===== config.mk =====
export PLATFORM = sky130hd
export DESIGN_NAME = sr_cmd_conditioner
export DESIGN_NICKNAME = d
export VERILOG_FILES = /design/src/rtl/sr_cmd_conditioner.sv
export SDC_FILE = /design/constraint.sdc
export NUM_CORES = 1
export LEC_CHECK = 0
export ABC_CLOCK_PERIOD_IN_PS = 3500
export CORE_MARGIN = 5
export CORE_UTILIZATION = 25
export CTS_CLUSTER_DIAMETER = 150
export DETAILED_ROUTE_END_ITERATION = 12
export PLACE_DENSITY = 0.48
export SLEW_MARGIN = 20
export SYNTH_ARGS = -nofsm -noshare
export SYNTH_HDL_FRONTEND = slang
export SYNTH_SLANG_ARGS = --single-unit

===== constraint.sdc =====
create_clock -name clk -period 3.5 [get_ports clk]
set_input_delay 0.35 -clock clk [delete_from_list [all_inputs] [get_ports clk]]
set_output_delay 0.35 -clock clk [all_outputs]
set_load 0.1 [all_outputs]

===== src/rtl/sr_cmd_conditioner.sv =====
// Purpose : synchronise and debounce two raw push-buttons, then turn debounced
//           rising edges into clean, mutually exclusive s/r pulses.
// Latency : raw edge to s/r/busy high is DEBOUNCE_CYCLES+2 clocks. There is no
//           backpressure; a one-deep pending slot absorbs a request that arrives
//           while a pulse or gap is in progress, and a newer request replaces it.
// Ports   : clk, rst_n (sync, active-low), set_btn/rst_btn (raw async, active high),
//           s/r (pulses), busy (FSM not idle), conflict (simultaneous requests).
// Config  : SR_CMD_RESET_PRIORITY_EN -- when defined, simultaneous requests take
//           the reset (conflict still flags); otherwise they are dropped.
module sr_cmd_conditioner #(
   parameter int unsigned DEBOUNCE_CYCLES = 16,
   parameter int unsigned PULSE_CYCLES    = 1
) (
   input  logic clk,
   input  logic rst_n,
   input  logic set_btn,
   input  logic rst_btn,
   output logic s,
   output logic r,
   output logic busy,
   output logic conflict
);

   localparam logic [7:0] DB_LAST    = 8'(DEBOUNCE_CYCLES - 1);
   localparam logic [3:0] PULSE_LAST = 4'(PULSE_CYCLES - 1);

   typedef enum logic [1:0] {IDLE, SET_P, RST_P, GAP} state_t;

   // channel 0 = set, channel 1 = reset
   logic [1:0] btn;
   logic [1:0] sync1_q, sync2_q, db_q, db_prev_q;
   logic [7:0] cnt_q [2];

   state_t     state_q, state_d;
   logic [3:0] pcnt_q, pcnt_d;
   logic       pend_vld_q, pend_vld_d;
   logic       pend_rst_q, pend_rst_d;
   logic       s_d, r_d, busy_d, conflict_d;

   logic       set_req, rst_req, both_req;
   logic       take_set, take_rst;
   logic       svc_vld, svc_rst;

   assign btn = {rst_btn, set_btn};

   // Synchroniser, debounce and edge-detect history
   always_ff @(posedge clk) begin
      if (!rst_n) begin
         sync1_q   <= '0;
         sync2_q   <= '0;
         db_q      <= '0;
         db_prev_q <= '0;
         for (int c = 0; c < 2; c++) cnt_q[c] <= '0;
      end else begin
         sync1_q   <= btn;
         sync2_q   <= sync1_q;
         db_prev_q <= db_q;
         for (int c = 0; c < 2; c++) begin
            if (sync2_q[c] == db_q[c]) begin
               cnt_q[c] <= '0;
            end else if (cnt_q[c] == DB_LAST) begin
               db_q[c]  <= sync2_q[c];
               cnt_q[c] <= '0;
            end else begin
               cnt_q[c] <= cnt_q[c] + 8'd1;
            end
         end
      end
   end

   assign set_req  = db_q[0] & ~db_prev_q[0];
   assign rst_req  = db_q[1] & ~db_prev_q[1];
   assign both_req = set_req & rst_req;

   // Resolve which single request (if any) this cycle actually carries.
   assign take_set = set_req & ~rst_req;
`ifdef SR_CMD_RESET_PRIORITY_EN
   assign take_rst = rst_req;
`else
   assign take_rst = rst_req & ~set_req;
`endif

   // In GAP a fresh request is the newest one, so it wins over the pending slot.
   assign svc_vld = take_set | take_rst | pend_vld_q;
   assign svc_rst = (take_set | take_rst) ? take_rst : pend_rst_q;

   // State register
   always_ff @(posedge clk) begin
      if (!rst_n) begin
         state_q    <= IDLE;
         pcnt_q     <= '0;
         pend_vld_q <= 1'b0;
         pend_rst_q <= 1'b0;
         s          <= 1'b0;
         r          <= 1'b0;
         busy       <= 1'b0;
         conflict   <= 1'b0;
      end else begin
         state_q    <= state_d;
         pcnt_q     <= pcnt_d;
         pend_vld_q <= pend_vld_d;
         pend_rst_q <= pend_rst_d;
         s          <= s_d;
         r          <= r_d;
         busy       <= busy_d;
         conflict   <= conflict_d;
      end
   end

   // Next-state logic
   always_comb begin
      state_d    = state_q;
      pcnt_d     = pcnt_q;
      pend_vld_d = pend_vld_q;
      pend_rst_d = pend_rst_q;
      case (state_q)
         IDLE: begin
            pcnt_d = '0;
            if (take_set)      state_d = SET_P;
            else if (take_rst) state_d = RST_P;
         end
         SET_P, RST_P: begin
            if (take_set | take_rst) begin
               pend_vld_d = 1'b1;
               pend_rst_d = take_rst;
            end
            if (pcnt_q == PULSE_LAST) state_d = GAP;
            else                      pcnt_d  = pcnt_q + 4'd1;
         end
         GAP: begin
            pcnt_d     = '0;
            pend_vld_d = 1'b0;
            pend_rst_d = 1'b0;
            if (svc_vld) state_d = svc_rst ? RST_P : SET_P;
            else         state_d = IDLE;
         end
         default: state_d = IDLE;
      endcase
   end

   // Output logic: decoded from the next state so outputs align with the state flop
   always_comb begin
      s_d        = (state_d == SET_P);
      r_d        = (state_d == RST_P);
      busy_d     = (state_d != IDLE);
      conflict_d = both_req;
   end

endmodule


# Word level (Yosys, flattened, before mapping)
# Memories as Yosys holds them, arrays and structs flattened.
# Cells that the tools add are included.
[word_totals]
mem_count = 1
word_cells = 97
ff_bits = 20
ramBits = 16
input_bits = 4
output_inout_bits = 4
rom_bits = 0
latch_bits = 0
[classes]
n_eq_ne = 11
shift = 0
n_div = 0
mux = 41
n_mul = 0
n_reduce_logical = 9
bitwise_logic = 19
addsub = 3
magnitude_cmp = 0
[mem_list]
columns = ["name", "depth", "width", "read_ports", "rd_ports_with_merged_regs", "write_ports", "line", "source"]
rows = [
  ["cnt_q", 2, 8, 2, 0, 2, "32", "logic [7:0] cnt_q [2];"],
]
[ops]
columns = ["operator", "n"]
rows = [
  ["8-bit 2-to-1 mux", 6],
  ["1-bit 2-to-1 mux", 25],
  ["8-bit by 1-bit adder with 8-bit output, second input constant", 2],
  ["8-bit by 4-bit equality test with 1-bit output, second input constant", 2],
  ["2-bit 2-to-1 mux", 5],
  ["1-bit bitwise OR", 8],
  ["4-bit one-hot mux with 2 select lines", 1],
  ["2-bit equality test, second input constant", 3],
  ["1-bit NOT", 6],
  ["2-bit one-hot mux with 3 select lines", 1],
  ["2-bit AND reduction", 3],
  ["1-bit AND", 5],
  ["4-bit by 1-bit adder with 4-bit output, second input constant", 1],
  ["2-bit by 1-bit equality test with 1-bit output, second input constant", 2],
  ["4-bit zero test", 1],
  ["4-bit 2-to-1 mux", 1],
  ["2-bit != test, second input constant", 2],
  ["1-bit one-hot mux with 2 select lines", 2],
  ["2-bit nonzero test", 2],
  ["2-bit OR reduction", 2],
  ["1-bit equality test", 2],
  ["2-bit zero test", 1],
]

# Logic depth before layout (Yosys ltp)
# Gate-level depths: netlist of the first run.
[logic_depth]
word_depth = 10
ltp_mapped = 6
ltp_nobuf = 6

# Worst setup path before layout of the first run
# Ideal clock, no wire load.
[synth_path]
kind = "register to register"
start = "register db_q[0]"
end = "register s"
period_less_slack_ns = 1.664
setup_ns = 0.086
t_arrival_ns = 1.579
stages_incl_launch_ff = 7
slack_ns = 1.836
path_buffers = 0
required_ns = 3.414
cell_sequence = "dfxtp_1 nand2b_1 inv_1 ha_1 or3b_1 and4_1 a211oi_1"
[synth_via]
elab_chain_cells = 9
word_cells_on_any_way = 13
classes_between = "eq/ne (1); mux (6); bitwise (6)"
[synth_lines]
columns = ["element", "line", "source"]
rows = [
  ["start, declared", "31", "logic [1:0] sync1_q, sync2_q, db_q, db_prev_q;"],
  ["start signal, assigned by index", "62", "db_q[c] <= sync2_q[c];"],
  ["1-bit AND *", "71", "assign set_req = db_q[0] & ~db_prev_q[0];"],
  ["1-bit NOT", "80", "assign take_rst = rst_req & ~set_req;"],
  ["1-bit AND", "80", ""],
  ["1-bit bitwise OR", "84, 85", ""],
  ["1-bit 2-to-1 mux", "n/a", ""],
  ["2-bit 2-to-1 mux (2 in a row)", "134", "if (svc_vld) state_d = svc_rst ? RST_P : SET_P;"],
  ["2-bit one-hot mux with 3 select lines *", "116", "case (state_q)"],
  ["2-bit by 1-bit equality test with 1-bit output *", "143", "s_d = (state_d == SET_P);"],
  ["end signal, assigned", "94", "s <= 1'b0;"],
  ["end signal, assigned", "103", "s <= s_d;"],
  ["end, declared", "18", "output logic s,"],
]
# Mark *: on every way between the ends. The rest lies on a longest branch, timed or not.
# A chain may end at the register's enable or synchronous reset.

# Final worst setup path of the first run
[layout_path]
start = "register busy"
end = "output port busy"
[layout_rtl]
columns = ["element", "line", "source"]
rows = [
  ["start, declared", "20", "output logic busy,"],
  ["start signal, assigned", "105", "busy <= busy_d;"],
]
# No word-level cell between the ends.

==> results of run 1 <==
[registers in the layout (all words and copies together) (netlist names)]
signal and flops:
busy 1, sync1_q 2, conflict 1, db_q 2
s 1, pend_vld_q 1, pcnt_q 4, db_prev_q 2
cnt_q 16, state_q 2, sync2_q 2, pend_rst_q 1
r 1
[final timing paths]
| path | startpoint | end | slack [ns] | cells after the start |
|---|---|---|---|---|
| max | busy$_SDFF_PN0_ | busy | 1.43 | 1 |
| min | sync1_q[1]$_SDFF_PN0_ | sync2_q[1]$_SDFF_PN0_ | 0.44 | 1 |
| max reg2reg | db_q[0]$_SDFFE_PN0N_ | s$_SDFF_PN0_ | 1.71 | 6 |
| min reg2reg | sync1_q[1]$_SDFF_PN0_ | sync2_q[1]$_SDFF_PN0_ | 0.44 | 1 |
[cell usage in the layout (no fill, tap or decap), types with 3 or more instances in the layout]
cell type / n
or3_1: 8
and2_1: 7
nand2_1: 5
clkbuf_8: 5
conb_1: 16
xnor2_1: 6
nor2_1: 15
clkdlybuf4s50_1: 7
inv_1: 13
a21oi_1: 12
nand4_1: 5
a211oi_1: 3
dfxtp_1: 20
xor2_1: 5
edfxtp_1: 16
ha_1: 10
nand3_1: 7
o21ai_0: 9
nand2b_1: 3
[per-layer routing]
layer  up-vias  global-route usage [%]
met4         0                    2.93
met3         2                    3.01
met1       541                    8.91
met5         -                       0
li1        628                       -
met2        10                    12.1
[cell families (layout without fill, tap and decap cells)]
family / Yosys count / after routing / share of synthesized area (%)
other cells: 1 / 16 / 0.218
flops: 36 / 36 / 51.2
xor+xnor: 11 / 11 / 5.60
simple gates: 63 / 63 / 21.2
compound gates: 30 / 30 / 10.6
mux: 1 / 1 / 0.582
fa+ha+maj: 10 / 10 / 7.27
buf+inv: 15 / 28 / 3.27
[stage by stage]
stage / power, mW / hold WS, ns / setup slack [ns]
floorplan: 0.694 / 0.412 / 1.84
global placement: 0.755 / 0.415 / 1.67
detailed placement: 0.751 / 0.423 / 1.67
CTS: 1.09 / 0.442 / 1.42
global route: 1.13 / 0.461 / 1.38
finish: 1.07 / 0.438 / 1.43
[area by class of cell]
class,count,area share [%]
well taps,80,4.90
inverters,13,2.39
clock buffers,7,4.78
clock inverters,1,0.245
multi-input cells,131,41.1
flip-flops and latches,36,43.1
repair buffers,7,3.43
[power by group]
group	total, mW	internal [mW]	switching, mW
clock network	0.329	0.183	0.146
registers	0.493	0.470	0.0228
logic	0.248	0.0794	0.169
total	1.07	0.732	0.338
==> flow_summary.json, run 1 <==
{
  "status": "finished clean",
  "worstPathCellList": "clkdlybuf4s50_1",
  "fmax_mhz": 484,
  "cp_num_buf_inv": 1,
  "grt.total_usage_pct": 7.50,
  "synth_cells": 167,
  "cts-root-buf": "clkbuf_8",
  "yosys-top-cells-count": "dfxtp_1 (20), edfxtp_1 (16), nor2_1 (15), inv_1 (13), a21oi_1 (12)",
  "layout.cells.non_filler": 275,
  "hp-class": "flop to flop",
  "path_max_fanout": 1,
  "htree_levels": 2,
  "dp.cells": 267,
  "synth_flop_cell": "dfxtp_1",
  "cts_made_buffers": 5,
  "start_util_pct": 25.5,
  "clock_latency_ns": 0.28,
  "async_flop_share_pct": 0,
  "slowest_stage": "clkdlybuf4s50_1",
  "die_w_microns": 93.0,
  "place_congestion": 0.715,
  "clkSlewWorstSetupHoldPaths_ns": 0.07,
  "period_minus_slack_ns": 2.07,
  "relSlewSlack_pct": 35.6,
  "drv_slew": 0,
  "place_hpwl_microns": 2030,
  "cp_top_family": "buffers and inverters",
  "p_leak_nw": 0.776,
  "antenna_found_initial": 0,
  "grt_pass1_vias": 1172,
  "viasPerCell": 4.29,
  "clockBufferDepth": 2,
  "port-buffer-count": 7,
  "synth_area_per_cell_sq_um": 10.3,
  "yosys.area.top_type": "edfxtp_1",
  "required_ns": 3.15,
  "ios": 8,
  "ys_top_cells_by_area": "edfxtp_1 (28%), dfxtp_1 (23%), ha_1 (7.3%)",
  "dieArea_sq_um": 8640,
  "synth.distinct_cells": 34,
  "post_drt_wl_per_cell_microns": 10.3,
  "routed.top_layer": "met4",
  "fin_util_pct": 30.2,
  "ff_latch_area_sq_um": 881,
  "final_area_sq_um": 2040,
  "num_vias": 1181,
  "drc": 0,
  "fin_skew_ns": 0.00598,
  "hold_buffers": 0,
  "synth_area_sq_um": 1720,
  "gr-total-overflow": 0,
  "vdd_drop_max_v": 0.000162,
  "die_h_microns": 93.0,
  "grt_max_degree": 12,
  "crit_type": "flop to primary output",
  "cts_tree": "yes",
  "row_count": 30,
  "drt-total-wl_microns": 2830,
  "core_sq_um": 6760,
  "cp-start-kind": "flop",
  "ys_seq_area_share_pct": 51.2,
  "post_cts_buffers": 0,
  "dpl_cell_area_sq_um": 1940,
  "fin_tns_setup_ns": 0,
  "ys_ff_latch": 36,
  "rsz0062_at_grt": "false",
  "powerDensity_nw_per_um2": 524,
  "arrival_ns": 1.72,
  "syn2layout_area_growth_pct": 18.7,
  "post_cts_resize_count": 0,
  "post-route-period-util_pct": 59.0,
  "yosys_warnings": 0,
  "synth.top_cell.area_share_pct": 27.9,
  "ant_nets": 0,
  "numClockSinks": 36,
  "synth_edf_count": 16,
  "yosysMostFrequentCell": "dfxtp_1",
  "dr.pass1.iters": 4,
  "worst_slew_pin_slew_ns": 0.963,
  "grt_pass1_wl_microns": 5130,
  "dr.first_iter.drc_count": 22,
  "nFillCells": 689,
  "n_antenna_cell": 0,
  "final_hold_viol_count": 0,
  "drive_gt1_share_pct": 6.15,
  "multi_input_area_sq_um": 840,
  "setup_viol": 0,
  "wl_met3_microns": 95,
  "max_stage_delay_ns": 1.12,
  "drt-met1-wl_microns": 1450,
  "cap_violations": 0,
  "cp-end-kind": "primary output",
  "nets": 208,
  "route.met2.wl_microns": 1260
}
Power figures use the tool's default switching activity.
==> run 2, diff against run 1 <==
--- a/config.mk
+++ b/config.mk
@@ -5,7 +5,7 @@
 export SDC_FILE = /design/constraint.sdc
 export NUM_CORES = 1
 export LEC_CHECK = 0
-export ABC_CLOCK_PERIOD_IN_PS = 3500
+export ABC_CLOCK_PERIOD_IN_PS = 2100
 export CORE_MARGIN = 5
 export CORE_UTILIZATION = 25
 export CTS_CLUSTER_DIAMETER = 150
==> constraint.sdc (replaced) <==
create_clock -name clk -period 2.1 [get_ports clk]
set_input_delay 0.21 -clock clk [delete_from_list [all_inputs] [get_ports clk]]
set_output_delay 0.21 -clock clk [all_outputs]
set_load 0.1 [all_outputs]
==> flow_summary.json, run 2 (same netlist as run 1, synthesis figures left out) <==
{
  "cp_top_family": "simple AND/OR/NAND/NOR gates",
  "max_stage_delay_ns": 0.41,
  "crit_type": "flop to flop",
  "required_ns": 2.31,
  "total_power_mw": 1.83,
  "die_w_microns": 93.0,
  "hold_buffers": 0,
  "top_register": "cnt_q",
  "fin_util_pct": 30.3,
  "grt_pass1_vias": 1173,
  "drive_gt1_share_pct": 8.67,
  "p_leak_nw": 0.790,
  "clockBufferDepth": 2,
  "worstPathCellList": "nand2b_1 -> inv_1 -> ha_1 -> or3b_1 -> and4_1 -> a211oi_1",
  "numClockSinks": 36,
  "largest_register_ffs": 16,
  "cap_violations": 0,
  "post-place-ws_ns": 0.329,
  "setup_viol": 0,
  "num_vias": 1179,
  "nFillCells": 693,
  "drt-total-wl_microns": 2840,
  "rsz0062_at_grt": "false",
  "grt.total_usage_pct": 7.64,
  "vdd_drop_max_v": 0.000281,
  "cp_num_buf_inv": 1,
  "core_sq_um": 6760,
  "ios": 8,
  "grt_pass1_wl_microns": 5180,
  "nets": 209,
  "cp.depth": 6,
  "port-buffer-count": 7,
  "clkSlewWorstSetupHoldPaths_ns": 0.08,
  "post_cts_buffers": 0,
  "final_cell_mix": "dfxtp_1 (20), edfxtp_1 (16), conb_1 (16)",
  "cts_made_buffers": 5,
  "gr-total-overflow": 0,
  "post_cts_resize_count": 0,
  "start_util_pct": 25.5,
  "grt_max_degree": 12,
  "place_hpwl_microns": 2030,
  "die_h_microns": 93.0,
  "dr.pass1.iters": 4,
  "drc": 0,
  "post-route-period-util_pct": 84.4,
  "final_common_cell": "dfxtp_1",
  "min_path_cells": 1,
  "dieArea_sq_um": 8640,
  "fin_skew_ns": 0.00978,
  "slowest_stage": "or3b_1",
  "place_congestion": 0.721,
  "htree_levels": 2,
  "row_count": 30,
  "dr.first_iter.drc_count": 28,
  "period_minus_slack_ns": 1.77,
  "viasPerCell": 4.27,
  "cts_tree": "yes",
  "fin_tns_setup_ns": 0,
  "ant_nets": 0,
  "powerDensity_nw_per_um2": 897,
  "dpl_cell_area_sq_um": 1940,
  "final_area_sq_um": 2040,
  "fin_ws_ns": 0.327,
  "final_hold_viol_count": 0,
  "cp-end-kind": "flop",
  "antenna_found_initial": 0,
  "cp-start-kind": "flop",
  "n_antenna_cell": 0,
  "arrival_ns": 1.99,
  "path_max_fanout": 7,
  "drv_slew": 0,
  "post_drt_wl_per_cell_microns": 10.3,
  "hp-class": "flop to flop",
  "status": "finished clean",
  "rr_worst_depth": 6,
  "syn2layout_area_growth_pct": 18.8,
  "largestRegisters": "cnt_q (16), pcnt_q (4)",
  "clock_latency_ns": 0.29,
  "cts-root-buf": "clkbuf_8",
  "fmax_mhz": 564
}
run 2: cell types whose count changed in the layout (fill, tap and decap cells not counted):
| cell | previous run | this run |
|---|---|---|
| buf_4 | 0 | 5 |
| clkdlybuf4s50_1 | 7 | 3 |
| bufinv_16 | 0 | 1 |
| clkbuf_16 | 1 | 0 |
run 2: power by group:
group          switching (mW)  internal [mW]
Combinational           0.280          0.128
Clock                   0.253          0.352
Sequential             0.0368          0.784
Total                   0.570           1.26
run 2: worst paths after layout:
kind / slack (ns) / from / endpoint
min: 0.44 / sync1_q[0]$_SDFF_PN0_ / sync2_q[0]$_SDFF_PN0_
max: 0.33 / db_q[0]$_SDFFE_PN0N_ / s$_SDFF_PN0_
max reg2reg: 0.33 / db_q[0]$_SDFFE_PN0N_ / s$_SDFF_PN0_
min reg2reg: 0.44 / sync1_q[0]$_SDFF_PN0_ / sync2_q[0]$_SDFF_PN0_
run 2: area by class of cell:
| cell class | instances | area [sq um] | share of cell area [%] |
|---|---|---|---|
| sequential | 36 | 881 | 43.1 |
| multi-input combinational | 131 | 840 | 41.1 |
| tap | 80 | 100 | 4.90 |
| clock buffer | 6 | 72.6 | 3.55 |
| timing repair buffer | 8 | 67.6 | 3.30 |
| inverter | 13 | 48.8 | 2.39 |
| clock inverter | 2 | 35.0 | 1.71 |
run 2: through the flow:
step | hold WS, ns | instances
floorplan | 0.337 | 182
global placement | 0.414 | 268
detailed placement | 0.420 | 268
CTS | 0.441 | 276
global route | 0.473 | 276
finish | 0.438 | 276
run 2: per-layer routing:
metal  vias up  share of wire (%)  track usage (%)
met2        17                 42             11.0
met3         7                4.1             2.68
met5         -                  0                0
met4         0                2.3             4.03
met1       519                 52             9.95
li1        636                  -                -
==> variant 1 (settings of run 2) <==
Make the reset (`rst_n`) asynchronous in 2 clocked blocks. Comments in the files are not updated.
--- a/src/rtl/sr_cmd_conditioner.sv
+++ b/src/rtl/sr_cmd_conditioner.sv
@@ -44,7 +44,7 @@
    assign btn = {rst_btn, set_btn};
 
    // Synchroniser, debounce and edge-detect history
-   always_ff @(posedge clk) begin
+   always_ff @(posedge clk or negedge rst_n) begin
       if (!rst_n) begin
          sync1_q   <= '0;
          sync2_q   <= '0;
@@ -85,7 +85,7 @@
    assign svc_rst = (take_set | take_rst) ? take_rst : pend_rst_q;
 
    // State register
-   always_ff @(posedge clk) begin
+   always_ff @(posedge clk or negedge rst_n) begin
       if (!rst_n) begin
          state_q    <= IDLE;
          pcnt_q     <= '0;
Formal check against the unedited RTL: same outputs for any inputs over 10 cycles, from zero or initial values and one cycle with rst_n low; that may be too few to reach the edited logic, so the function may still have changed.
==> variant 1 against run 2 <==
  * Final area decreased by 7.5%
  * Area after synthesis is 5.0% lower
  * Worst setup slack worse by 58 ps
  * Global-route usage is 0.59 points higher
  * Critical path depth unchanged
  * Combinational power up 87%
  * Sequential cell count unchanged
  * Maximum frequency shrank 3.2%
  * Wire length up 2.2%
  * Sequential share of layout area grew 4.6 points
  * Power grew 16%
  * Non-clock buffer count did not move
  * Count of clock-buffer cells in the layout stayed put
  * Largest cell class unchanged
  * Highest routed layer unchanged
==> variant 1: results (changes against run 2) <==
| Metric | Value |
|---|---|
| Placer congestion estimate | 0.7742 (+7.5%) |
| Cell types occupying the most area after synthesis | sky130_fd_sc_hd__dfrtp_1 55%, sky130_fd_sc_hd__ha_1 6.9%, sky130_fd_sc_hd__xnor2_1 3.2% |
| Wl on met1 | 1.289 mm (-12%) |
| Overall Global Routing Usage | 8.232% (+0.59 points) |
| Register area share after synthesis | 55.13% (+3.9 points) |
| Compound-cell area share of the yosys netlist | 10.18% (-0.43 points) |
| Async SR Flop Fraction | 100.0% (+100 points) |
| Outcome | completed |
| Detailed Route Iter0 Violations | 43 (+54%) |
| Global routing met1 resource utilization | 9.472% (-0.47 points) |
| Mean number of vias per cell | 4.739 (+11%) |
| Met2 usage in global routing | 13.20% (+2.2 points) |
| Total met3 wirelength after detailed routing | 120 um (+4.3%) |
| Share of post-route cells with drive strength above 1 | 13.04% (+4.4 points) |
| Largest vdd supply drop | 868.8 uV (+210%) |
| HP Class | input port to asynchronous set/reset pin |
| Met2 wire length | 1.434 mm (+21%) |
| Post-synthesis area per instance | 11.27 um^2 (+9.4%) |
| Final net count | 173 (-17%) |
| Setup Skew | 6.107 ps (-3.676 ps) |
| Pin count of the biggest net entering global routing | 37 (+25) |
| Count of unique library cells instantiated by Yosys | 37 (+8.8%) |
| Global-route wire length before repair | 5.513 mm (+6.5%) |
| Detailed placer's ending HPWL | 2.153 mm (+6.3%) |
| Global-route met3 utilization | 2.917% (+0.24 points) |
| Worst hold-check slack | 343.5 ps (-94.37 ps) |
| Cell with the biggest individual delay on the critical path | sky130_fd_sc_hd__dfrtp_1 |
| Final instance count without filler cells | 238 (-14%) |
| Share of synthesized area spent on multiplexers | 1.991% (+1.4 points) |
| Cell leakage power | 0.0008518 uW (+7.8%) |
| Synth top cells by count | 36 x sky130_fd_sc_hd__dfrtp_1, 12 x sky130_fd_sc_hd__nor2_1, 10 x sky130_fd_sc_hd__a21oi_1, 10 x sky130_fd_sc_hd__inv_1 |
| Number of fill cells in the layout | 623 (-10%) |
| Synth Area in XOR/XNOR | 5.360% (-0.24 points) |
| Number of global-route vias before repair | 1236 (+5.4%) |
| Setup slack of the most critical reg-to-reg path | 270 ps (-60 ps) |
| Instance area after placement | 1798 um^2 (-7.2%) |
==> variant 1: cell count changes after synthesis, sizes merged, moves of 3 or more <==
cell | run 2 | this run
edfxtp | 16 | 0
inv | 13 | 10
dfrtp | 0 | 36
dfxtp | 20 | 0
and2 | 7 | 3
==> variant 1: kinds of logic (layout without fill, tap and decap cells) <==
family	count (synthesis)	in the layout
flip-flops	36	36
AND/OR/NAND/NOR	50	50
adder cells (fa/ha/maj)	9	9
AO/OA/AOI/OAI	27	27
XOR/XNOR	10	10
multiplexers	3	3
buffers and inverters	10	26
==> variant 1: worst paths after layout <==
path | from | endpoint
min in group clk | sync1_q[1]$_DFF_PN0_ | sync2_q[1]$_DFF_PN0_
max reg2reg | db_q[0]$_DFFE_PN0P_ | r$_DFF_PN0_
max in group asynchronous | rst_n | cnt_q[7]$_DFF_PN0_
min | rst_n | conflict$_DFF_PN0_
max | db_q[0]$_DFFE_PN0P_ | r$_DFF_PN0_
min reg2reg | sync1_q[1]$_DFF_PN0_ | sync2_q[1]$_DFF_PN0_
==> variant 1: final cells by class <==
cell class	instances	area share [%]
Sequential cell	36	47.65
Multi-Input combinational cell	99	36.80
Tap cell	77	5.096
Clock buffer	6	4.368
Timing Repair Buffer	8	3.574
Inverter	10	1.985
Clock inverter	2	0.5295
==> variant 1: power breakdown <==
part | internal, uW | switching, uW
Combinational | 285 | 476
Clock | 262 | 247
Sequential | 788 | 60.8
Total | 1330 | 784
==> variant 1: metrics by stage <==
step | utilization (%) | setup WS, ps
3_3_place_gp | 28.32 | 323.8
2_1_floorplan | - | 384.5
3_5_place_dp | 28.32 | 283.7
4_1_cts | 29.77 | 278.1
5_1_grt | 29.77 | 205.8
6_report | 29.77 | 268.8
==> variant 2 (config.mk and constraints of run 2) <==
Made on the original files. Build with the macro `SR_CMD_RESET_PRIORITY_EN` defined.
--- a/src/rtl/sr_cmd_conditioner.sv
+++ b/src/rtl/sr_cmd_conditioner.sv
@@ -7,6 +7,8 @@
 //           s/r (pulses), busy (FSM not idle), conflict (simultaneous requests).
 // Config  : SR_CMD_RESET_PRIORITY_EN -- when defined, simultaneous requests take
 //           the reset (conflict still flags); otherwise they are dropped.
+`define SR_CMD_RESET_PRIORITY_EN
+
 module sr_cmd_conditioner #(
    parameter int unsigned DEBOUNCE_CYCLES = 16,
    parameter int unsigned PULSE_CYCLES    = 1
Behaviour: no difference found for any inputs over 10 cycles, from zero or initial values and one cycle with rst_n low; that may be too few to reach the edited logic, so the function may still have changed.
==> variant 2 against run 2 <==
  * Sequential cell count unchanged
  * Area after synthesis down 5.5%
  * Wire length down 9.6%
  * Combinational power down 44%
  * Synthesized cell count down 8.4%
  * Power down 19%
  * Worst setup slack better by 190 ps
  * Clock power down 22%
  * Final area down 6.5%
==> variant 2: results (changes against run 2) <==
| Metric | Value |
|---|---|
| Maximum cell stage delay along the critical path | 470 ps (+60 ps) |
| CP endpoint | cnt_q[0][4]$_SDFFCE_PN0P_ |
| Count of unique library cells instantiated by Yosys | 35 (+2.9%) |
| Met2 wire length | 1.140 mm (-3.8%) |
| Psw | 425.7 uW (-25%) |
| Launching instance or port of the critical path | cnt_q[0][5]$_SDFFCE_PN0P_ |
| R2R depth | 4 (-2) |
| Drt total wl | 2.563 mm (-9.6%) |
| Register area share after synthesis | 54.15% (+3.0 points) |
| Number of global-route vias before repair | 1085 (-7.5%) |
| Total met3 wirelength after detailed routing | 92 um (-20%) |
| Setup slack of the most critical reg-to-reg path | 520 ps (+190 ps) |
| Setup Skew | 3.903 ps (-5.879 ps) |
| Overall Global Routing Usage | 6.958% (-0.69 points) |
| Share of post-route cells with drive strength above 1 | 8.791% (+0.12 points) |
| Detailed placer's ending HPWL | 1.844 mm (-9.0%) |
| Cell leakage power | 0.0007430 uW (-5.9%) |
| Crit path max fanout | 8 (+1) |
| Combinational power | 227 uW (-44%) |
| Cell with the biggest individual delay on the critical path | sky130_fd_sc_hd__nor4_1 |
| Number of placed instances, taps included | 251 (-6.3%) |
| Achievable frequency | 0.6313 GHz (+12%) |
| Design Power | 1493 uW (-19%) |
| Number of cells produced by synthesis | 153 (-8.4%) |
| Critical path arrival | 1620 ps (-370 ps) |
| Global-route wire length before repair | 4.616 mm (-11%) |
| Synth top cells by count | 25 x sky130_fd_sc_hd__nor2_1, 20 x sky130_fd_sc_hd__dfxtp_1, 16 x sky130_fd_sc_hd__edfxtp_1 |
| Instance area after placement | 1832 um^2 (-5.4%) |
| Outcome | completed |
| Pin count of the biggest net entering global routing | 18 (+6) |
| Sequential power | 793 uW (-3.4%) |
-- variant 2: per-layer routing --
metal / track usage [%] / up-vias
li1: - / 560
met3: 2.417 / 5
met4: 3.350 / 0
met5: 0 / -
met2: 11.38 / 10
met1: 8.055 / 484
-- variant 2: area by class of cell --
type | count | area [um^2]
Fill cell | 653 | 4438
Sequential cell | 36 | 880.8
Multi-Input combinational cell | 124 | 768.2
Tap cell | 77 | 96.34
Clock buffer | 7 | 76.32
Timing Repair Buffer | 7 | 60.06
Inverter | 7 | 26.28
Clock inverter | 1 | 3.754
-- variant 2: cells by family (layout without fill, tap and decap cells) --
| kind of cell | Yosys count | after routing | synth area share [%] |
|---|---|---|---|
| compound gates | 15 | 15 | 7.230 |
| xor+xnor | 17 | 17 | 9.154 |
| fa+ha+maj | 6 | 6 | 4.615 |
| buf+inv | 8 | 22 | 2.077 |
| flops | 36 | 36 | 54.15 |
| mux | 1 | 1 | 0.6154 |
| other cells | 1 | 16 | 0.2305 |
| simple gates | 69 | 69 | 21.92 |
